**config.mk**
```make
export PLATFORM = sky130hd
export DESIGN_NAME = qam16_if_demod
export DESIGN_NICKNAME = d
export VERILOG_FILES = /design/src/rtl/qam_pkg.sv /design/src/rtl/qam_slicer2.sv /design/src/rtl/qam16_if_demod.sv
export SDC_FILE = /design/constraint.sdc
export NUM_CORES = 1
export LEC_CHECK = 0
export ABC_AREA = 0
export ABC_CLOCK_PERIOD_IN_PS = 14050
export CAP_MARGIN = 40
export CORE_ASPECT_RATIO = 1.4
export CORE_MARGIN = 2
export CORE_UTILIZATION = 64
export CTS_CLUSTER_DIAMETER = 200
export DETAILED_ROUTE_END_ITERATION = 8
export GPL_ROUTABILITY_DRIVEN = 0
export HOLD_SLACK_MARGIN = 0.15
export PLACE_DENSITY_LB_ADDON = 0.12
export SYNTH_ARGS = -nofsm -noshare
export SYNTH_HDL_FRONTEND = slang
export SYNTH_SLANG_ARGS = --single-unit
```
**constraint.sdc**
```tcl
create_clock -name clk -period 14.05 [get_ports clk]
set_input_delay 2.81 -clock clk [delete_from_list [all_inputs] [get_ports clk]]
set_output_delay 2.81 -clock clk [all_outputs]
set_load 0.02 [all_outputs]
```
**src/rtl/qam_pkg.sv**
```systemverilog
// Shared constants, Gray level codes and slicer threshold derivation for the
// 16-QAM IF receive path.
package qam_pkg;

    localparam int unsigned IF_W    = 18;
    localparam int unsigned LVL_AMP = 8192;

    typedef enum logic [1:0] {
        LVL_M3 = 2'b00,
        LVL_M1 = 2'b01,
        LVL_P1 = 2'b11,
        LVL_P3 = 2'b10
    } gray_lvl_e;

    // Recovered symbol bits, serialised MSB (i[1]) first
    typedef struct packed {
        logic [1:0] i;
        logic [1:0] q;
    } sym_bits_t;

    // Midpoint between integrals of levels 1 and 3 over a symbol
    function automatic int unsigned thr_calc(input int unsigned sps, input int unsigned amp);
        return 2 * (sps / 2) * amp;
    endfunction

endpackage

```
**src/rtl/qam_slicer2.sv**
```systemverilog
// Per-axis 16-QAM Gray slicer: maps a signed integral to its 2-bit level code.
module qam_slicer2
    import qam_pkg::*;
#(
    parameter int unsigned W   = 22,
    parameter int unsigned THR = 65536
) (
    input  logic signed [W-1:0] v,
    output logic [1:0]          code_c
);

    localparam logic signed [W-1:0] POS = W'(THR);
    localparam logic signed [W-1:0] NEG = -POS;

    always_comb begin
        code_c = LVL_P1;
        if (v < NEG) begin
            code_c = LVL_M3;
        end else if (v[W-1]) begin
            code_c = LVL_M1;
        end else if (v >= POS) begin
            code_c = LVL_P3;
        end
    end

endmodule

```
**src/rtl/qam16_if_demod.sv**
```systemverilog
// 16-QAM IF demodulator: fs/4 coherent mixer, integrate-and-dump per symbol,
// Gray slicing and MSB-first bit serialiser.
module qam16_if_demod
    import qam_pkg::*;
#(
    parameter int unsigned SPS   = 8,
    parameter int unsigned ACC_W = 22,
    parameter int unsigned THR   = thr_calc(SPS, LVL_AMP)
) (
    input  logic                    clk,
    input  logic                    rst,
    input  logic                    in_valid,
    input  logic signed [IF_W-1:0]  IFin,
    input  logic                    align,
    output logic                    Dout,
    output logic                    dout_valid,
    output logic                    sym_done,
    output logic signed [ACC_W-1:0] acc_i,
    output logic signed [ACC_W-1:0] acc_q
);

    localparam int unsigned CNT_W = $clog2(SPS);
    localparam int unsigned EXT_W = ACC_W - IF_W - 1;

    logic [1:0]              phase, phase_eff;
    logic [CNT_W-1:0]        cnt, cnt_eff;
    logic signed [ACC_W-1:0] accum_i, accum_q;
    logic signed [ACC_W-1:0] base_i, base_q, sum_i, sum_q, xpos, xneg;
    logic signed [IF_W:0]    x19, x19_neg;
    logic                    dump_c;
    sym_bits_t               word_c;
    logic [2:0]              shreg;
    logic [1:0]              bits_left;

    // Mixer and integrator next values; align restarts the symbol at this sample
    always_comb begin
        x19       = {IFin[IF_W-1], IFin};
        x19_neg   = -x19;
        xpos      = {{EXT_W{x19[IF_W]}}, x19};
        xneg      = {{EXT_W{x19_neg[IF_W]}}, x19_neg};
        phase_eff = align ? 2'd0 : phase;
        cnt_eff   = align ? '0 : cnt;
        base_i    = align ? '0 : accum_i;
        base_q    = align ? '0 : accum_q;
        sum_i     = base_i;
        sum_q     = base_q;
        case (phase_eff)
            2'd0:    sum_i = base_i + xpos;
            2'd1:    sum_q = base_q + xneg;
            2'd2:    sum_i = base_i + xneg;
            default: sum_q = base_q + xpos;
        endcase
        dump_c = in_valid && (cnt_eff == CNT_W'(SPS - 1));
    end

    qam_slicer2 #(.W(ACC_W), .THR(THR)) u_slice_i (.v(sum_i), .code_c(word_c.i));
    qam_slicer2 #(.W(ACC_W), .THR(THR)) u_slice_q (.v(sum_q), .code_c(word_c.q));

    always_ff @(posedge clk) begin
        if (!rst) begin
            phase      <= 2'd0;
            cnt        <= '0;
            accum_i    <= '0;
            accum_q    <= '0;
            acc_i      <= '0;
            acc_q      <= '0;
            shreg      <= '0;
            bits_left  <= 2'd0;
            Dout       <= 1'b0;
            dout_valid <= 1'b0;
            sym_done   <= 1'b0;
        end else begin
            if (in_valid) begin
                phase   <= phase_eff + 2'd1;
                cnt     <= dump_c ? '0 : cnt_eff + CNT_W'(1);
                accum_i <= dump_c ? '0 : sum_i;
                accum_q <= dump_c ? '0 : sum_q;
            end else if (align) begin
                phase   <= 2'd0;
                cnt     <= '0;
                accum_i <= '0;
                accum_q <= '0;
            end

            if (dump_c) begin
                acc_i <= sum_i;
                acc_q <= sum_q;
            end
            sym_done <= dump_c;

            // First bit leaves on the dump edge; the other three follow from shreg
            if (dump_c) begin
                Dout       <= word_c.i[1];
                shreg      <= {word_c.i[0], word_c.q};
                bits_left  <= 2'd3;
                dout_valid <= 1'b1;
            end else if (bits_left != 2'd0) begin
                Dout       <= shreg[2];
                shreg      <= {shreg[1:0], 1'b0};
                bits_left  <= bits_left - 2'd1;
                dout_valid <= 1'b1;
            end else begin
                Dout       <= 1'b0;
                dout_valid <= 1'b0;
            end
        end
    end

endmodule
```
### Word level (Yosys, flattened, before mapping)

Index checks and enable logic that the tools add are counted.

| cells by class | value |
|---|---|
| reductions and logical operators | 5 |
| $lt $le $gt $ge | 4 |
| add/subtract/negate cells | 8 |
| eq/ne operators | 3 |
| muxes and demuxes | 27 |

Operators by type and width:

| cell | number |
|---|---|
| two-way mux 22 bit | 6 |
| one-hot mux 22 bit (2 select lines) | 2 |
| adder 22 x 18 -> 22 bit | 2 |
| adder 22 x 19 -> 22 bit | 2 |
| >= comparator 22 x 18 -> 1 bit, second input constant | 2 |
| less-than comparator 22 x 17 -> 1 bit, second input constant | 2 |
| negator 18 -> 19 bit | 1 |
| two-way mux 2 bit | 8 |
| two-way mux 3 bit | 5 |
| two-way mux 1 bit | 6 |
| nonzero test 2 bit | 2 |
| adder 3 x 1 -> 3 bit, second input constant | 1 |
| equality test 3 bit, second input constant | 1 |
| adder 2 x 1 -> 2 bit, second input constant | 1 |
| equality test 2 x 1 -> 1 bit, second input constant | 1 |
| equality test 2 bit, second input constant | 1 |
| logical NOT 2 bit | 1 |
| OR reduction 2 bit | 1 |
| subtractor 2 x 1 -> 2 bit, second input constant | 1 |
| logical AND 1 bit | 1 |

| storage, ports and cells | value |
|---|---|
| output and inout port bits | 47 |
| bits in registers | 101 |
| input port bits | 22 |
| logic and storage cells | 58 |

### Depth between registers and ports, before layout

Gate-level depths: netlist of the first run.

| depth | value |
|---|---|
| depth in word-level cells | 9 |
| mapped depth | 26 |
| depth with buffers taken out | 22 |

### Modules after synthesis

Synthesis of the first run repeated with hierarchy kept, for this count alone.

| second synthesis, totals | value |
|---|---|
| cells, all modules | 976 |
| area, all modules | 7534.7 um^2 |

Modules (own cells, without submodules):

| module | instances | cells an instance | area an instance (um^2) | seq. area each (um^2) |
|---|---|---|---|---|
| qam16_if_demod | 1 | 962 | 7437.1 | 2021.9 |
| qam_slicer2 | 2 | 7 | 48.8 | 0.0 |

### Worst setup path after synthesis of the first run

OpenSTA, ideal clock, no wires.

| path | value |
|---|---|
| path type | input port to flip-flop |
| start point | input port align |
| end point | register shreg[2] |
| cell stages on the path | 25 |
| setup slack | 5.946 ns |
| library setup time | 0.059 ns |
| path buffers | 6 |
| arrival time | 8.045 ns |
| required time | 13.991 ns |
| path through | clkbuf_8 > inv_1 > nand2_1 > clkbuf_8 > clkbuf_8 > clkbuf_1 > ha_1 > clkbuf_8 > clkbuf_1 > nand2_1 > xnor2_1 > ha_1 > o21ai_0 > a21o_1 > a211oi_1 > o41ai_1 > o21ai_0 > a221oi_1 > xnor2_1 > mux2i_1 > or4_1 > ha_1 > nor2_1 > nor4bb_1 > a31o_1 |

| on the way | value |
|---|---|
| longest elaborated chain between the ends | 8 |
| elaborated cells on any way between the ends | 17 |
| those cells by class | add/sub: 2; order compare: 2; eq/ne: 2; mux: 8; reduce/logical: 3 |

RTL lines:

| element | line | text |
|---|---|---|
| from (decl) | qam16_if_demod.sv:14 | `input logic align,` |
| two-way mux 22 bit or two-way mux 2 bit (tied branches) | -- |  |
| adder 22 x 19 -> 22 bit, or another cell as far along | qam16_if_demod.sv:50 | `2'd2: sum_i = base_i + xneg;` |
| one-hot mux 22 bit (2 select lines) | qam16_if_demod.sv:47 | `case (phase_eff)` |
| >= comparator 22 x 18 -> 1 bit | qam_slicer2.sv:21 | `end else if (v >= POS) begin` |
| two-way mux 1 bit | qam_slicer2.sv:21 |  |
| two-way mux 2 bit | qam_slicer2.sv:19 | `end else if (v[W-1]) begin` |
| two-way mux 2 bit | qam_slicer2.sv:17 | `if (v < NEG) begin` |
| two-way mux 3 bit | qam16_if_demod.sv:92 | `if (dump_c) begin` |
| to (signal assigned) | qam16_if_demod.sv:94 | `shreg <= {word_c.i[0], word_c.q};` |
| to (signal assigned) | qam16_if_demod.sv:99 | `shreg <= {shreg[1:0], 1'b0};` |
| to (decl) | qam16_if_demod.sv:32 | `logic [2:0] shreg;` |

Several ways; a longest one is shown, not always the timed one.
A chain may end at the register's enable or synchronous reset.

### Worst setup path after layout of the first run

Ends and elaborated chain as after synthesis.

==> results.md, run 1 <==
* Synthesized instance count at roughly 980
* Power Dens Cells at about 86 nW/µm²
* Resize count post-CTS at 0
* CTS Buffer Depth at 2
* Post-CTS Hold Fix Bufs at 0
* Routed WL at roughly 21000 µm
* Clk_lat worst skew at approximately 350 ps
* Layout-stage area growth over the synthesis result at 12.1%
* Leak at ~0.0033 µW
* Most frequent cells in the layout: nor2_1 (132), nand2_1 (103), dfxtp_1 (101)
* Status: completed
* Final hold viol count at 0
* RSZ-0062 raised after global routing: no
* Net Count, Synth at ~1100
* Cell Area, Synth at ~7600 µm²
* Antenna Nets Post-Route at 0
* Share of cells above drive strength 1 at approximately 5.7%
* Power Total at approximately 730 µW
* CP Max Fanout at 64
* DP HPWL at 15200 µm
* Die Area at between 10000 and 15000 µm²
* # setup viols final at 0
* Design Area, Final at approximately 8500 µm²
* Maximum clock frequency at between 100 and 150 MHz
* Vias/cell at 6.18
* Worst hold-check path type: register to register
* Commonest non-fill, non-tap cell in the layout: nor2_1
* Initial antenna violation count at 0
* Yosys top cell area share at 26.7%
* TritonCTS clock tree: yes
* CP endpoint kind: register
* H-Tree Depth at 3
* Avg Cell Area, Syn at 7.69 µm²
* First-pass GRT wire length at ~34000 µm
* Metal2 WL at approximately 11000 µm
* Rel. slew slack at between 40% and 50%
* Core area at roughly 12000 µm²
* EDFF count, synth at 0
* Final core occ at between 70% and 80%
* Placed cell areas at between 8000 and 9000 µm²
* Critical path class: input pin to register
* Largest net degree at the start of global routing at 65
* Num CTS Buffers at 9
* Synth async-reset ratio at 0%
* Dominant cells by area after synthesis: dfxtp_1 (27%), ha_1 (7.8%), xnor2_1 (6.8%)
* Min Tclk post-route at approximately 9000 ps
* Sink Count at ~100
* 1st-iter DRT viols at roughly 610
* Yosys cell types at between 80 and 90
* TritonRoute pass-1 iters at 6
* Worst setup SP type: input pin
* M1 WL at ~8300 µm
* Worst-path clk slew at ~80 ps
* Final worst-path setup slack at about 5200 ps
* Die X at roughly 96 µm
* Yosys top cell by area: dfxtp_1
* Top sig layer: met4
* Grt ovf at 0
* Post-place setup slack at ~5000 ps
* DR vias at 7175
* Met3 Routed Length at 1010 µm
* Port buffer count at a little under 70
* Seq cells post-synth at approximately 100
* Post-CTS Setup Inserts at 0
* CP Data Required Time at approximately 14000 ps
* CP Data Arrival Time at a little over 9000 ps
* TNS Setup at 0 ps
* Nets@finish at 1080
* Clock Tree Root: clkbuf_16
* Fin. max-slew vios at 0
* DRC Markers at 0
* Worst-Margin Slew at slightly above 800 ps
* Worst vdd ir at between 0.00008 and 0.00009 V
* Vias in the first global route at 6917
* Synth Flop Type: dfxtp_1
* FP Rows at between 40 and 50
* Seq/Total Area, Yosys at around a quarter
* Post-detailed-route wirelength per cell at around 18 µm
* Tcrit/Tclk final at between 60% and 70%
* Die Y at roughly 130 µm
* Max-cap violations at 0
* Clock skew at about 11 ps
* Top Ports at roughly 70
* Starting Density at approximately 65%
* N_diodes at 0
* GRT Total Usage at approximately a third
* Synth warn at 0
==> worst max-delay path, stage by stage <==
cell and delay (ps):
buf_2 80, buf_4 540, inv_1 390, nand2_1 190
ha_1 540, nand2_1 130, xnor2_1 160, ha_1 340
o21ai_0 350, a21o_1 180, a211oi_1 110, o41ai_1 740
o21ai_0 320, a221oi_1 350, xnor2_1 190, mux2i_1 170
or4_1 530, ha_1 300, nor2_1 120, nor4bb_1 340
a31o_1 180
==> worst paths after layout <==
| kind | start | endpoint | slack [ps] | depth (start not counted) |
|---|---|---|---|---|
| hold / removal | acc_q[6] | acc_q[6] | 460 | 2 |
| hold reg to reg | acc_q[6] | acc_q[6] | 460 | 2 |
| setup / recovery | align | shreg[2] | 5230 | 21 |
| setup reg to reg | phase[0] | shreg[2] | 8270 | 19 |
==> logic make-up (layout without fill, tap and decap cells) <==
logic type                 Yosys count  in the layout  synth area share (%)
xor gates and xnor gates            69             69                  8.08
adders and majority gates           50             50                  8.43
and+or+nand+nor                    380            380                  24.5
AOI/OAI and AO/OA                  266            266                  23.2
buffers and inverters               96            126                  6.08
muxes                               22             22                  3.06
DFF                                101            101                  26.7
==> per-stage QoR <==
| step | instances | hold slack, ps |
|---|---|---|
| finish | 1161 | 457 |
| global route | 1161 | 477 |
| CTS | 1161 | 461 |
| detailed placement | 1145 | 449 |
| global placement | 1143 | 443 |
| floorplan | 984 | 450 |
==> registers in the layout, summed over array words and instances (netlist names) <==
register,flops
acc_q,22
dout_valid,1
acc_i,22
sym_done,1
Dout,1
accum_i,22
shreg,3
cnt,3
accum_q,22
phase,2
bits_left,2
==> final cells by class <==
| cell class | count | area, µm² |
|---|---|---|
| Clock buffer | 9 | 225 |
| Clock inverter | 7 | 70.1 |
| Fill cell | 958 | 3220 |
| Inverter | 32 | 120 |
| Multi-Input combinational cell | 787 | 5100 |
| Sequential cell | 101 | 2020 |
| Tap cell | 147 | 184 |
| Timing Repair Buffer | 78 | 762 |
==> layer usage <==
metal	global-route usage, %	vias to the layer above
met3	4.50	62
met2	58.4	239
met1	39.3	3367
met4	18.5	0
li1	-	3507
met5	0	-
==> synth_stat cells (all sizes together) (11+ instances only) <==
cell      n
a211oi   19
a21o     12
a21oi    88
a22oi    17
buf      14
clkbuf   50
dfxtp   101
ha       47
inv      32
mux2i    16
nand2   103
nand2b   11
nand3    16
nand4    11
nor2    135
nor2b    41
nor3     15
o21a     11
o21ai    45
or3      12
xnor2    59
==> report_power, final <==
group / switching [µW] / total (µW) / internal (µW)
Sequential: 5.58 / 302 / 296
Clock: 124 / 249 / 124
Combinational: 110 / 183 / 72.6
Power figures use the tool's default switching activity.
==> run 2, diff against run 1 <==
--- a/config.mk
+++ b/config.mk
@@ -6,11 +6,11 @@
 export NUM_CORES = 1
 export LEC_CHECK = 0
 export ABC_AREA = 0
-export ABC_CLOCK_PERIOD_IN_PS = 14050
+export ABC_CLOCK_PERIOD_IN_PS = 8000
 export CAP_MARGIN = 40
 export CORE_ASPECT_RATIO = 1.4
 export CORE_MARGIN = 2
-export CORE_UTILIZATION = 64
+export CORE_UTILIZATION = 53
 export CTS_CLUSTER_DIAMETER = 200
 export DETAILED_ROUTE_END_ITERATION = 8
 export GPL_ROUTABILITY_DRIVEN = 0
==> constraint.sdc (replaced) <==
create_clock -name clk -period 8 [get_ports clk]
set_input_delay 1.6 -clock clk [delete_from_list [all_inputs] [get_ports clk]]
set_output_delay 1.6 -clock clk [all_outputs]
set_load 0.02 [all_outputs]
==> run 2 against run 1 <==
Clock skew is 1.2 ps higher. Worst setup slack lost 4300 ps. Sequential power increased by 76%. Register-to-register slack got worse by 5600 ps. Cell count rose by 3.4%. Sequential share of layout area decreased by 0.18 points. First-iteration DRC count fell by 31%. Sequential cell count unchanged. Critical path type unchanged. Critical endpoint unchanged.
==> results.md, run 2 (same netlist as run 1, synthesis figures left out) <==
* Status: completed (unchanged)
* Met3 usage at 3.94% (was 4.50%)
* N_diodes at 0 (unchanged)
* Hold path start: acc_i[13] (was acc_q[6])
* DP HPWL at 16600 µm (was 15200 µm)
* Worst hold-check path type: register to register (unchanged)
* Antenna Nets Post-Route at 0 (unchanged)
* Hold Path End: acc_i[13] (was acc_q[6])
* Post-place setup slack at 689 ps (was 4970 ps)
* Die Area at 15300 µm² (was 12700 µm²)
* TritonCTS clock tree: yes (unchanged)
* Hold WS at 458 ps (was 457 ps)
* Clock Tree Root: clkbuf_16 (unchanged)
* Min Tclk post-route at roughly 7000 ps
* Commonest non-fill, non-tap cell in the layout: nor2_1 (unchanged)
* Placed cell areas at 8270 µm² (was 8190 µm²)
* Top Ports at 69 (unchanged)
* Starting Density at 54.4% (was 64.7%)
* 1st-iter DRT viols at 421 (was 609)
* Most frequent cells in the layout: nor2_1 (132), nand2_1 (103), dfxtp_1 (101) (unchanged)
* RSZ-0062 raised after global routing: no (unchanged)
* # setup viols final at 0 (unchanged)
* TNS Setup at 0 ps (unchanged)
* Resize count post-CTS at 0 (unchanged)
* Nets@finish at 1083 (was 1080)
* Post-CTS Setup Inserts at 0 (unchanged)
* Initial antenna violation count at 0 (unchanged)
* GRT Total Usage at 29.2% (was 33.8%)
* Die Y at 145 µm (was 133 µm)
* Worst vdd ir at 0.000185 V (was 0.0000821 V)
* Critical path class: input pin to register (unchanged)
* Maximum clock frequency at roughly 140 MHz
* Sink Count at 101 (unchanged)
* Port buffer count at 68 (unchanged)
* H-Tree Depth at 3 (unchanged)
* Met1 Use GR at 32.4% (was 39.3%)
* Clk_lat worst skew at 350 ps (about the same)
* First-pass GRT wire length at 35500 µm (was 34000 µm)
* Post-detailed-route wirelength per cell at 18.8 µm (was 18.0 µm)
* CP Max Fanout at 5 (was 64)
* Final worst-path setup slack at 968 ps (was 5230 ps)
* Reg-to-reg slack, setup at 2640 ps (was 8270 ps)
* Power Dens Cells at 151 nW/µm² (was 86.4 nW/µm²)
* FP Rows at 51 (was 47)
* Hold path cells at 2 (unchanged)
* Die X at 105 µm (was 95.9 µm)
* Num CTS Buffers at 9 (unchanged)
* CP Data Required Time at 8300 ps (was 14350 ps)
* Design Area, Final at 8550 µm² (was 8480 µm²)
* Worst-path clk slew at 80 ps (about the same)
* Met2 Use GR at 54.2% (was 58.4%)
* CP Data Arrival Time at 7330 ps (was 9120 ps)
* Largest net degree at the start of global routing at 58 (was 65)
* CTS Buffer Depth at 2 (unchanged)
* Tcrit/Tclk final at between 80 and 90%
* Share of cells above drive strength 1 at 5.91% (was 5.72%)
* Post-CTS Hold Fix Bufs at 0 (unchanged)
* Layout-stage area growth over the synthesis result at 12.9% (was 12.1%)
* TritonRoute pass-1 iters at 5 (was 6)
* Leak at 0.00328 µW (was 0.00327 µW)
* Reg2reg path depth at 21 (was 19)
* Core area at 13900 µm² (was 11700 µm²)
* Rel. slew slack at 41.6% (was 45.6%)
* CP endpoint kind: register (unchanged)
* RR Startpoint: phase[0] (unchanged)
* Worst-Margin Slew at 874 ps (was 805 ps)
* DR vias at 7113 (was 7175)
* Max-cap violations at 0 (unchanged)
* DRC Markers at 0 (unchanged)
* Grt ovf at 0 (unchanged)
* Worst flop-to-flop path endpoint: shreg[2] (unchanged)
* Filler instances at 1333 (was 958)
* Vias/cell at 5.92 (was 6.18)
* Fin. max-slew vios at 0 (unchanged)
* Worst setup SP type: input pin (unchanged)
* Routed WL at 22500 µm (was 20900 µm)
* Global routing's busiest layer: met2 (unchanged)
* Vias in the first global route at 6873 (was 6917)
* Final hold viol count at 0 (unchanged)
* Clock skew at 11.9 ps (was 10.7 ps)
-- run 2: cell count changes in the layout (fill, tap and decap cells not counted) --
cell	change
buf_4	+3
buf_6	-1
buf_8	+1
clkinv_2	-1
clkinv_4	+3
clkinv_8	-2
clkinvlp_4	-1
inv_6	-2
inv_8	+2
nor2_2	-1
nor2_4	+1
-- run 2: per-stage QoR --
step	utilization [%]	cells	power (µW)
after floorplan	-	984	778
after global placement	59.2	1184	862
after detailed placement	59.4	1186	868
after CTS	61.5	1201	1300
after global routing	61.5	1201	1350
final	61.5	1201	1300
-- run 2: layout make-up --
| class | count | area, µm² | share of cell area, % |
|---|---|---|---|
| Inverter | 32 | 120 | 1.40 |
| Clock inverter | 6 | 56.3 | 0.659 |
| Clock buffer | 9 | 225 | 2.63 |
| Sequential cell | 101 | 2020 | 23.6 |
| Timing Repair Buffer | 81 | 788 | 9.22 |
| Tap cell | 185 | 231 | 2.71 |
| Multi-Input combinational cell | 787 | 5110 | 59.7 |
-- run 2: power by group --
part	total (µW)	internal (µW)	switching [µW]
sequential	531	520	10.4
combinational	330	129	201
clock	434	216	218
total	1300	865	430
-- run 2: worst max-delay path, stage by stage --
cell and delay, ps:
clkdlybuf4s50_1 530, or3_1 450, or3_1 400, nor2_1 160, nand3_1 150, or3_1 380
or3_1 340, nand2_1 90, xnor2_1 150, ha_1 330, a21oi_1 360, maj3_1 240
inv_1 40, a221oi_1 320, xnor2_1 200, mux2i_1 190, or4_1 540, ha_1 310
nor2_1 110, nor4bb_1 270, a31o_1 170
-- run 2: how the worst max path moves through the flow --
stage | slack (ps) | depth (start not counted) | endpoint | start
floorplan | 1110 | 25 | shreg[2] | align
global placement | 750 | 21 | shreg[2] | IFin[2]
detailed placement | 690 | 21 | shreg[2] | IFin[2]
CTS | 1020 | 21 | shreg[2] | IFin[2]
global route | 620 | 21 | shreg[2] | IFin[2]
finish | 970 | 21 | shreg[2] | IFin[2]
-- run 2: metal layers --
| metal | up-vias | routed length, µm |
|---|---|---|
| li1 | 3514 | - |
| met1 | 3372 | 8900 |
| met2 | 177 | 11800 |
| met3 | 50 | 835 |
| met4 | 0 | 1020 |
| met5 | - | 0 |
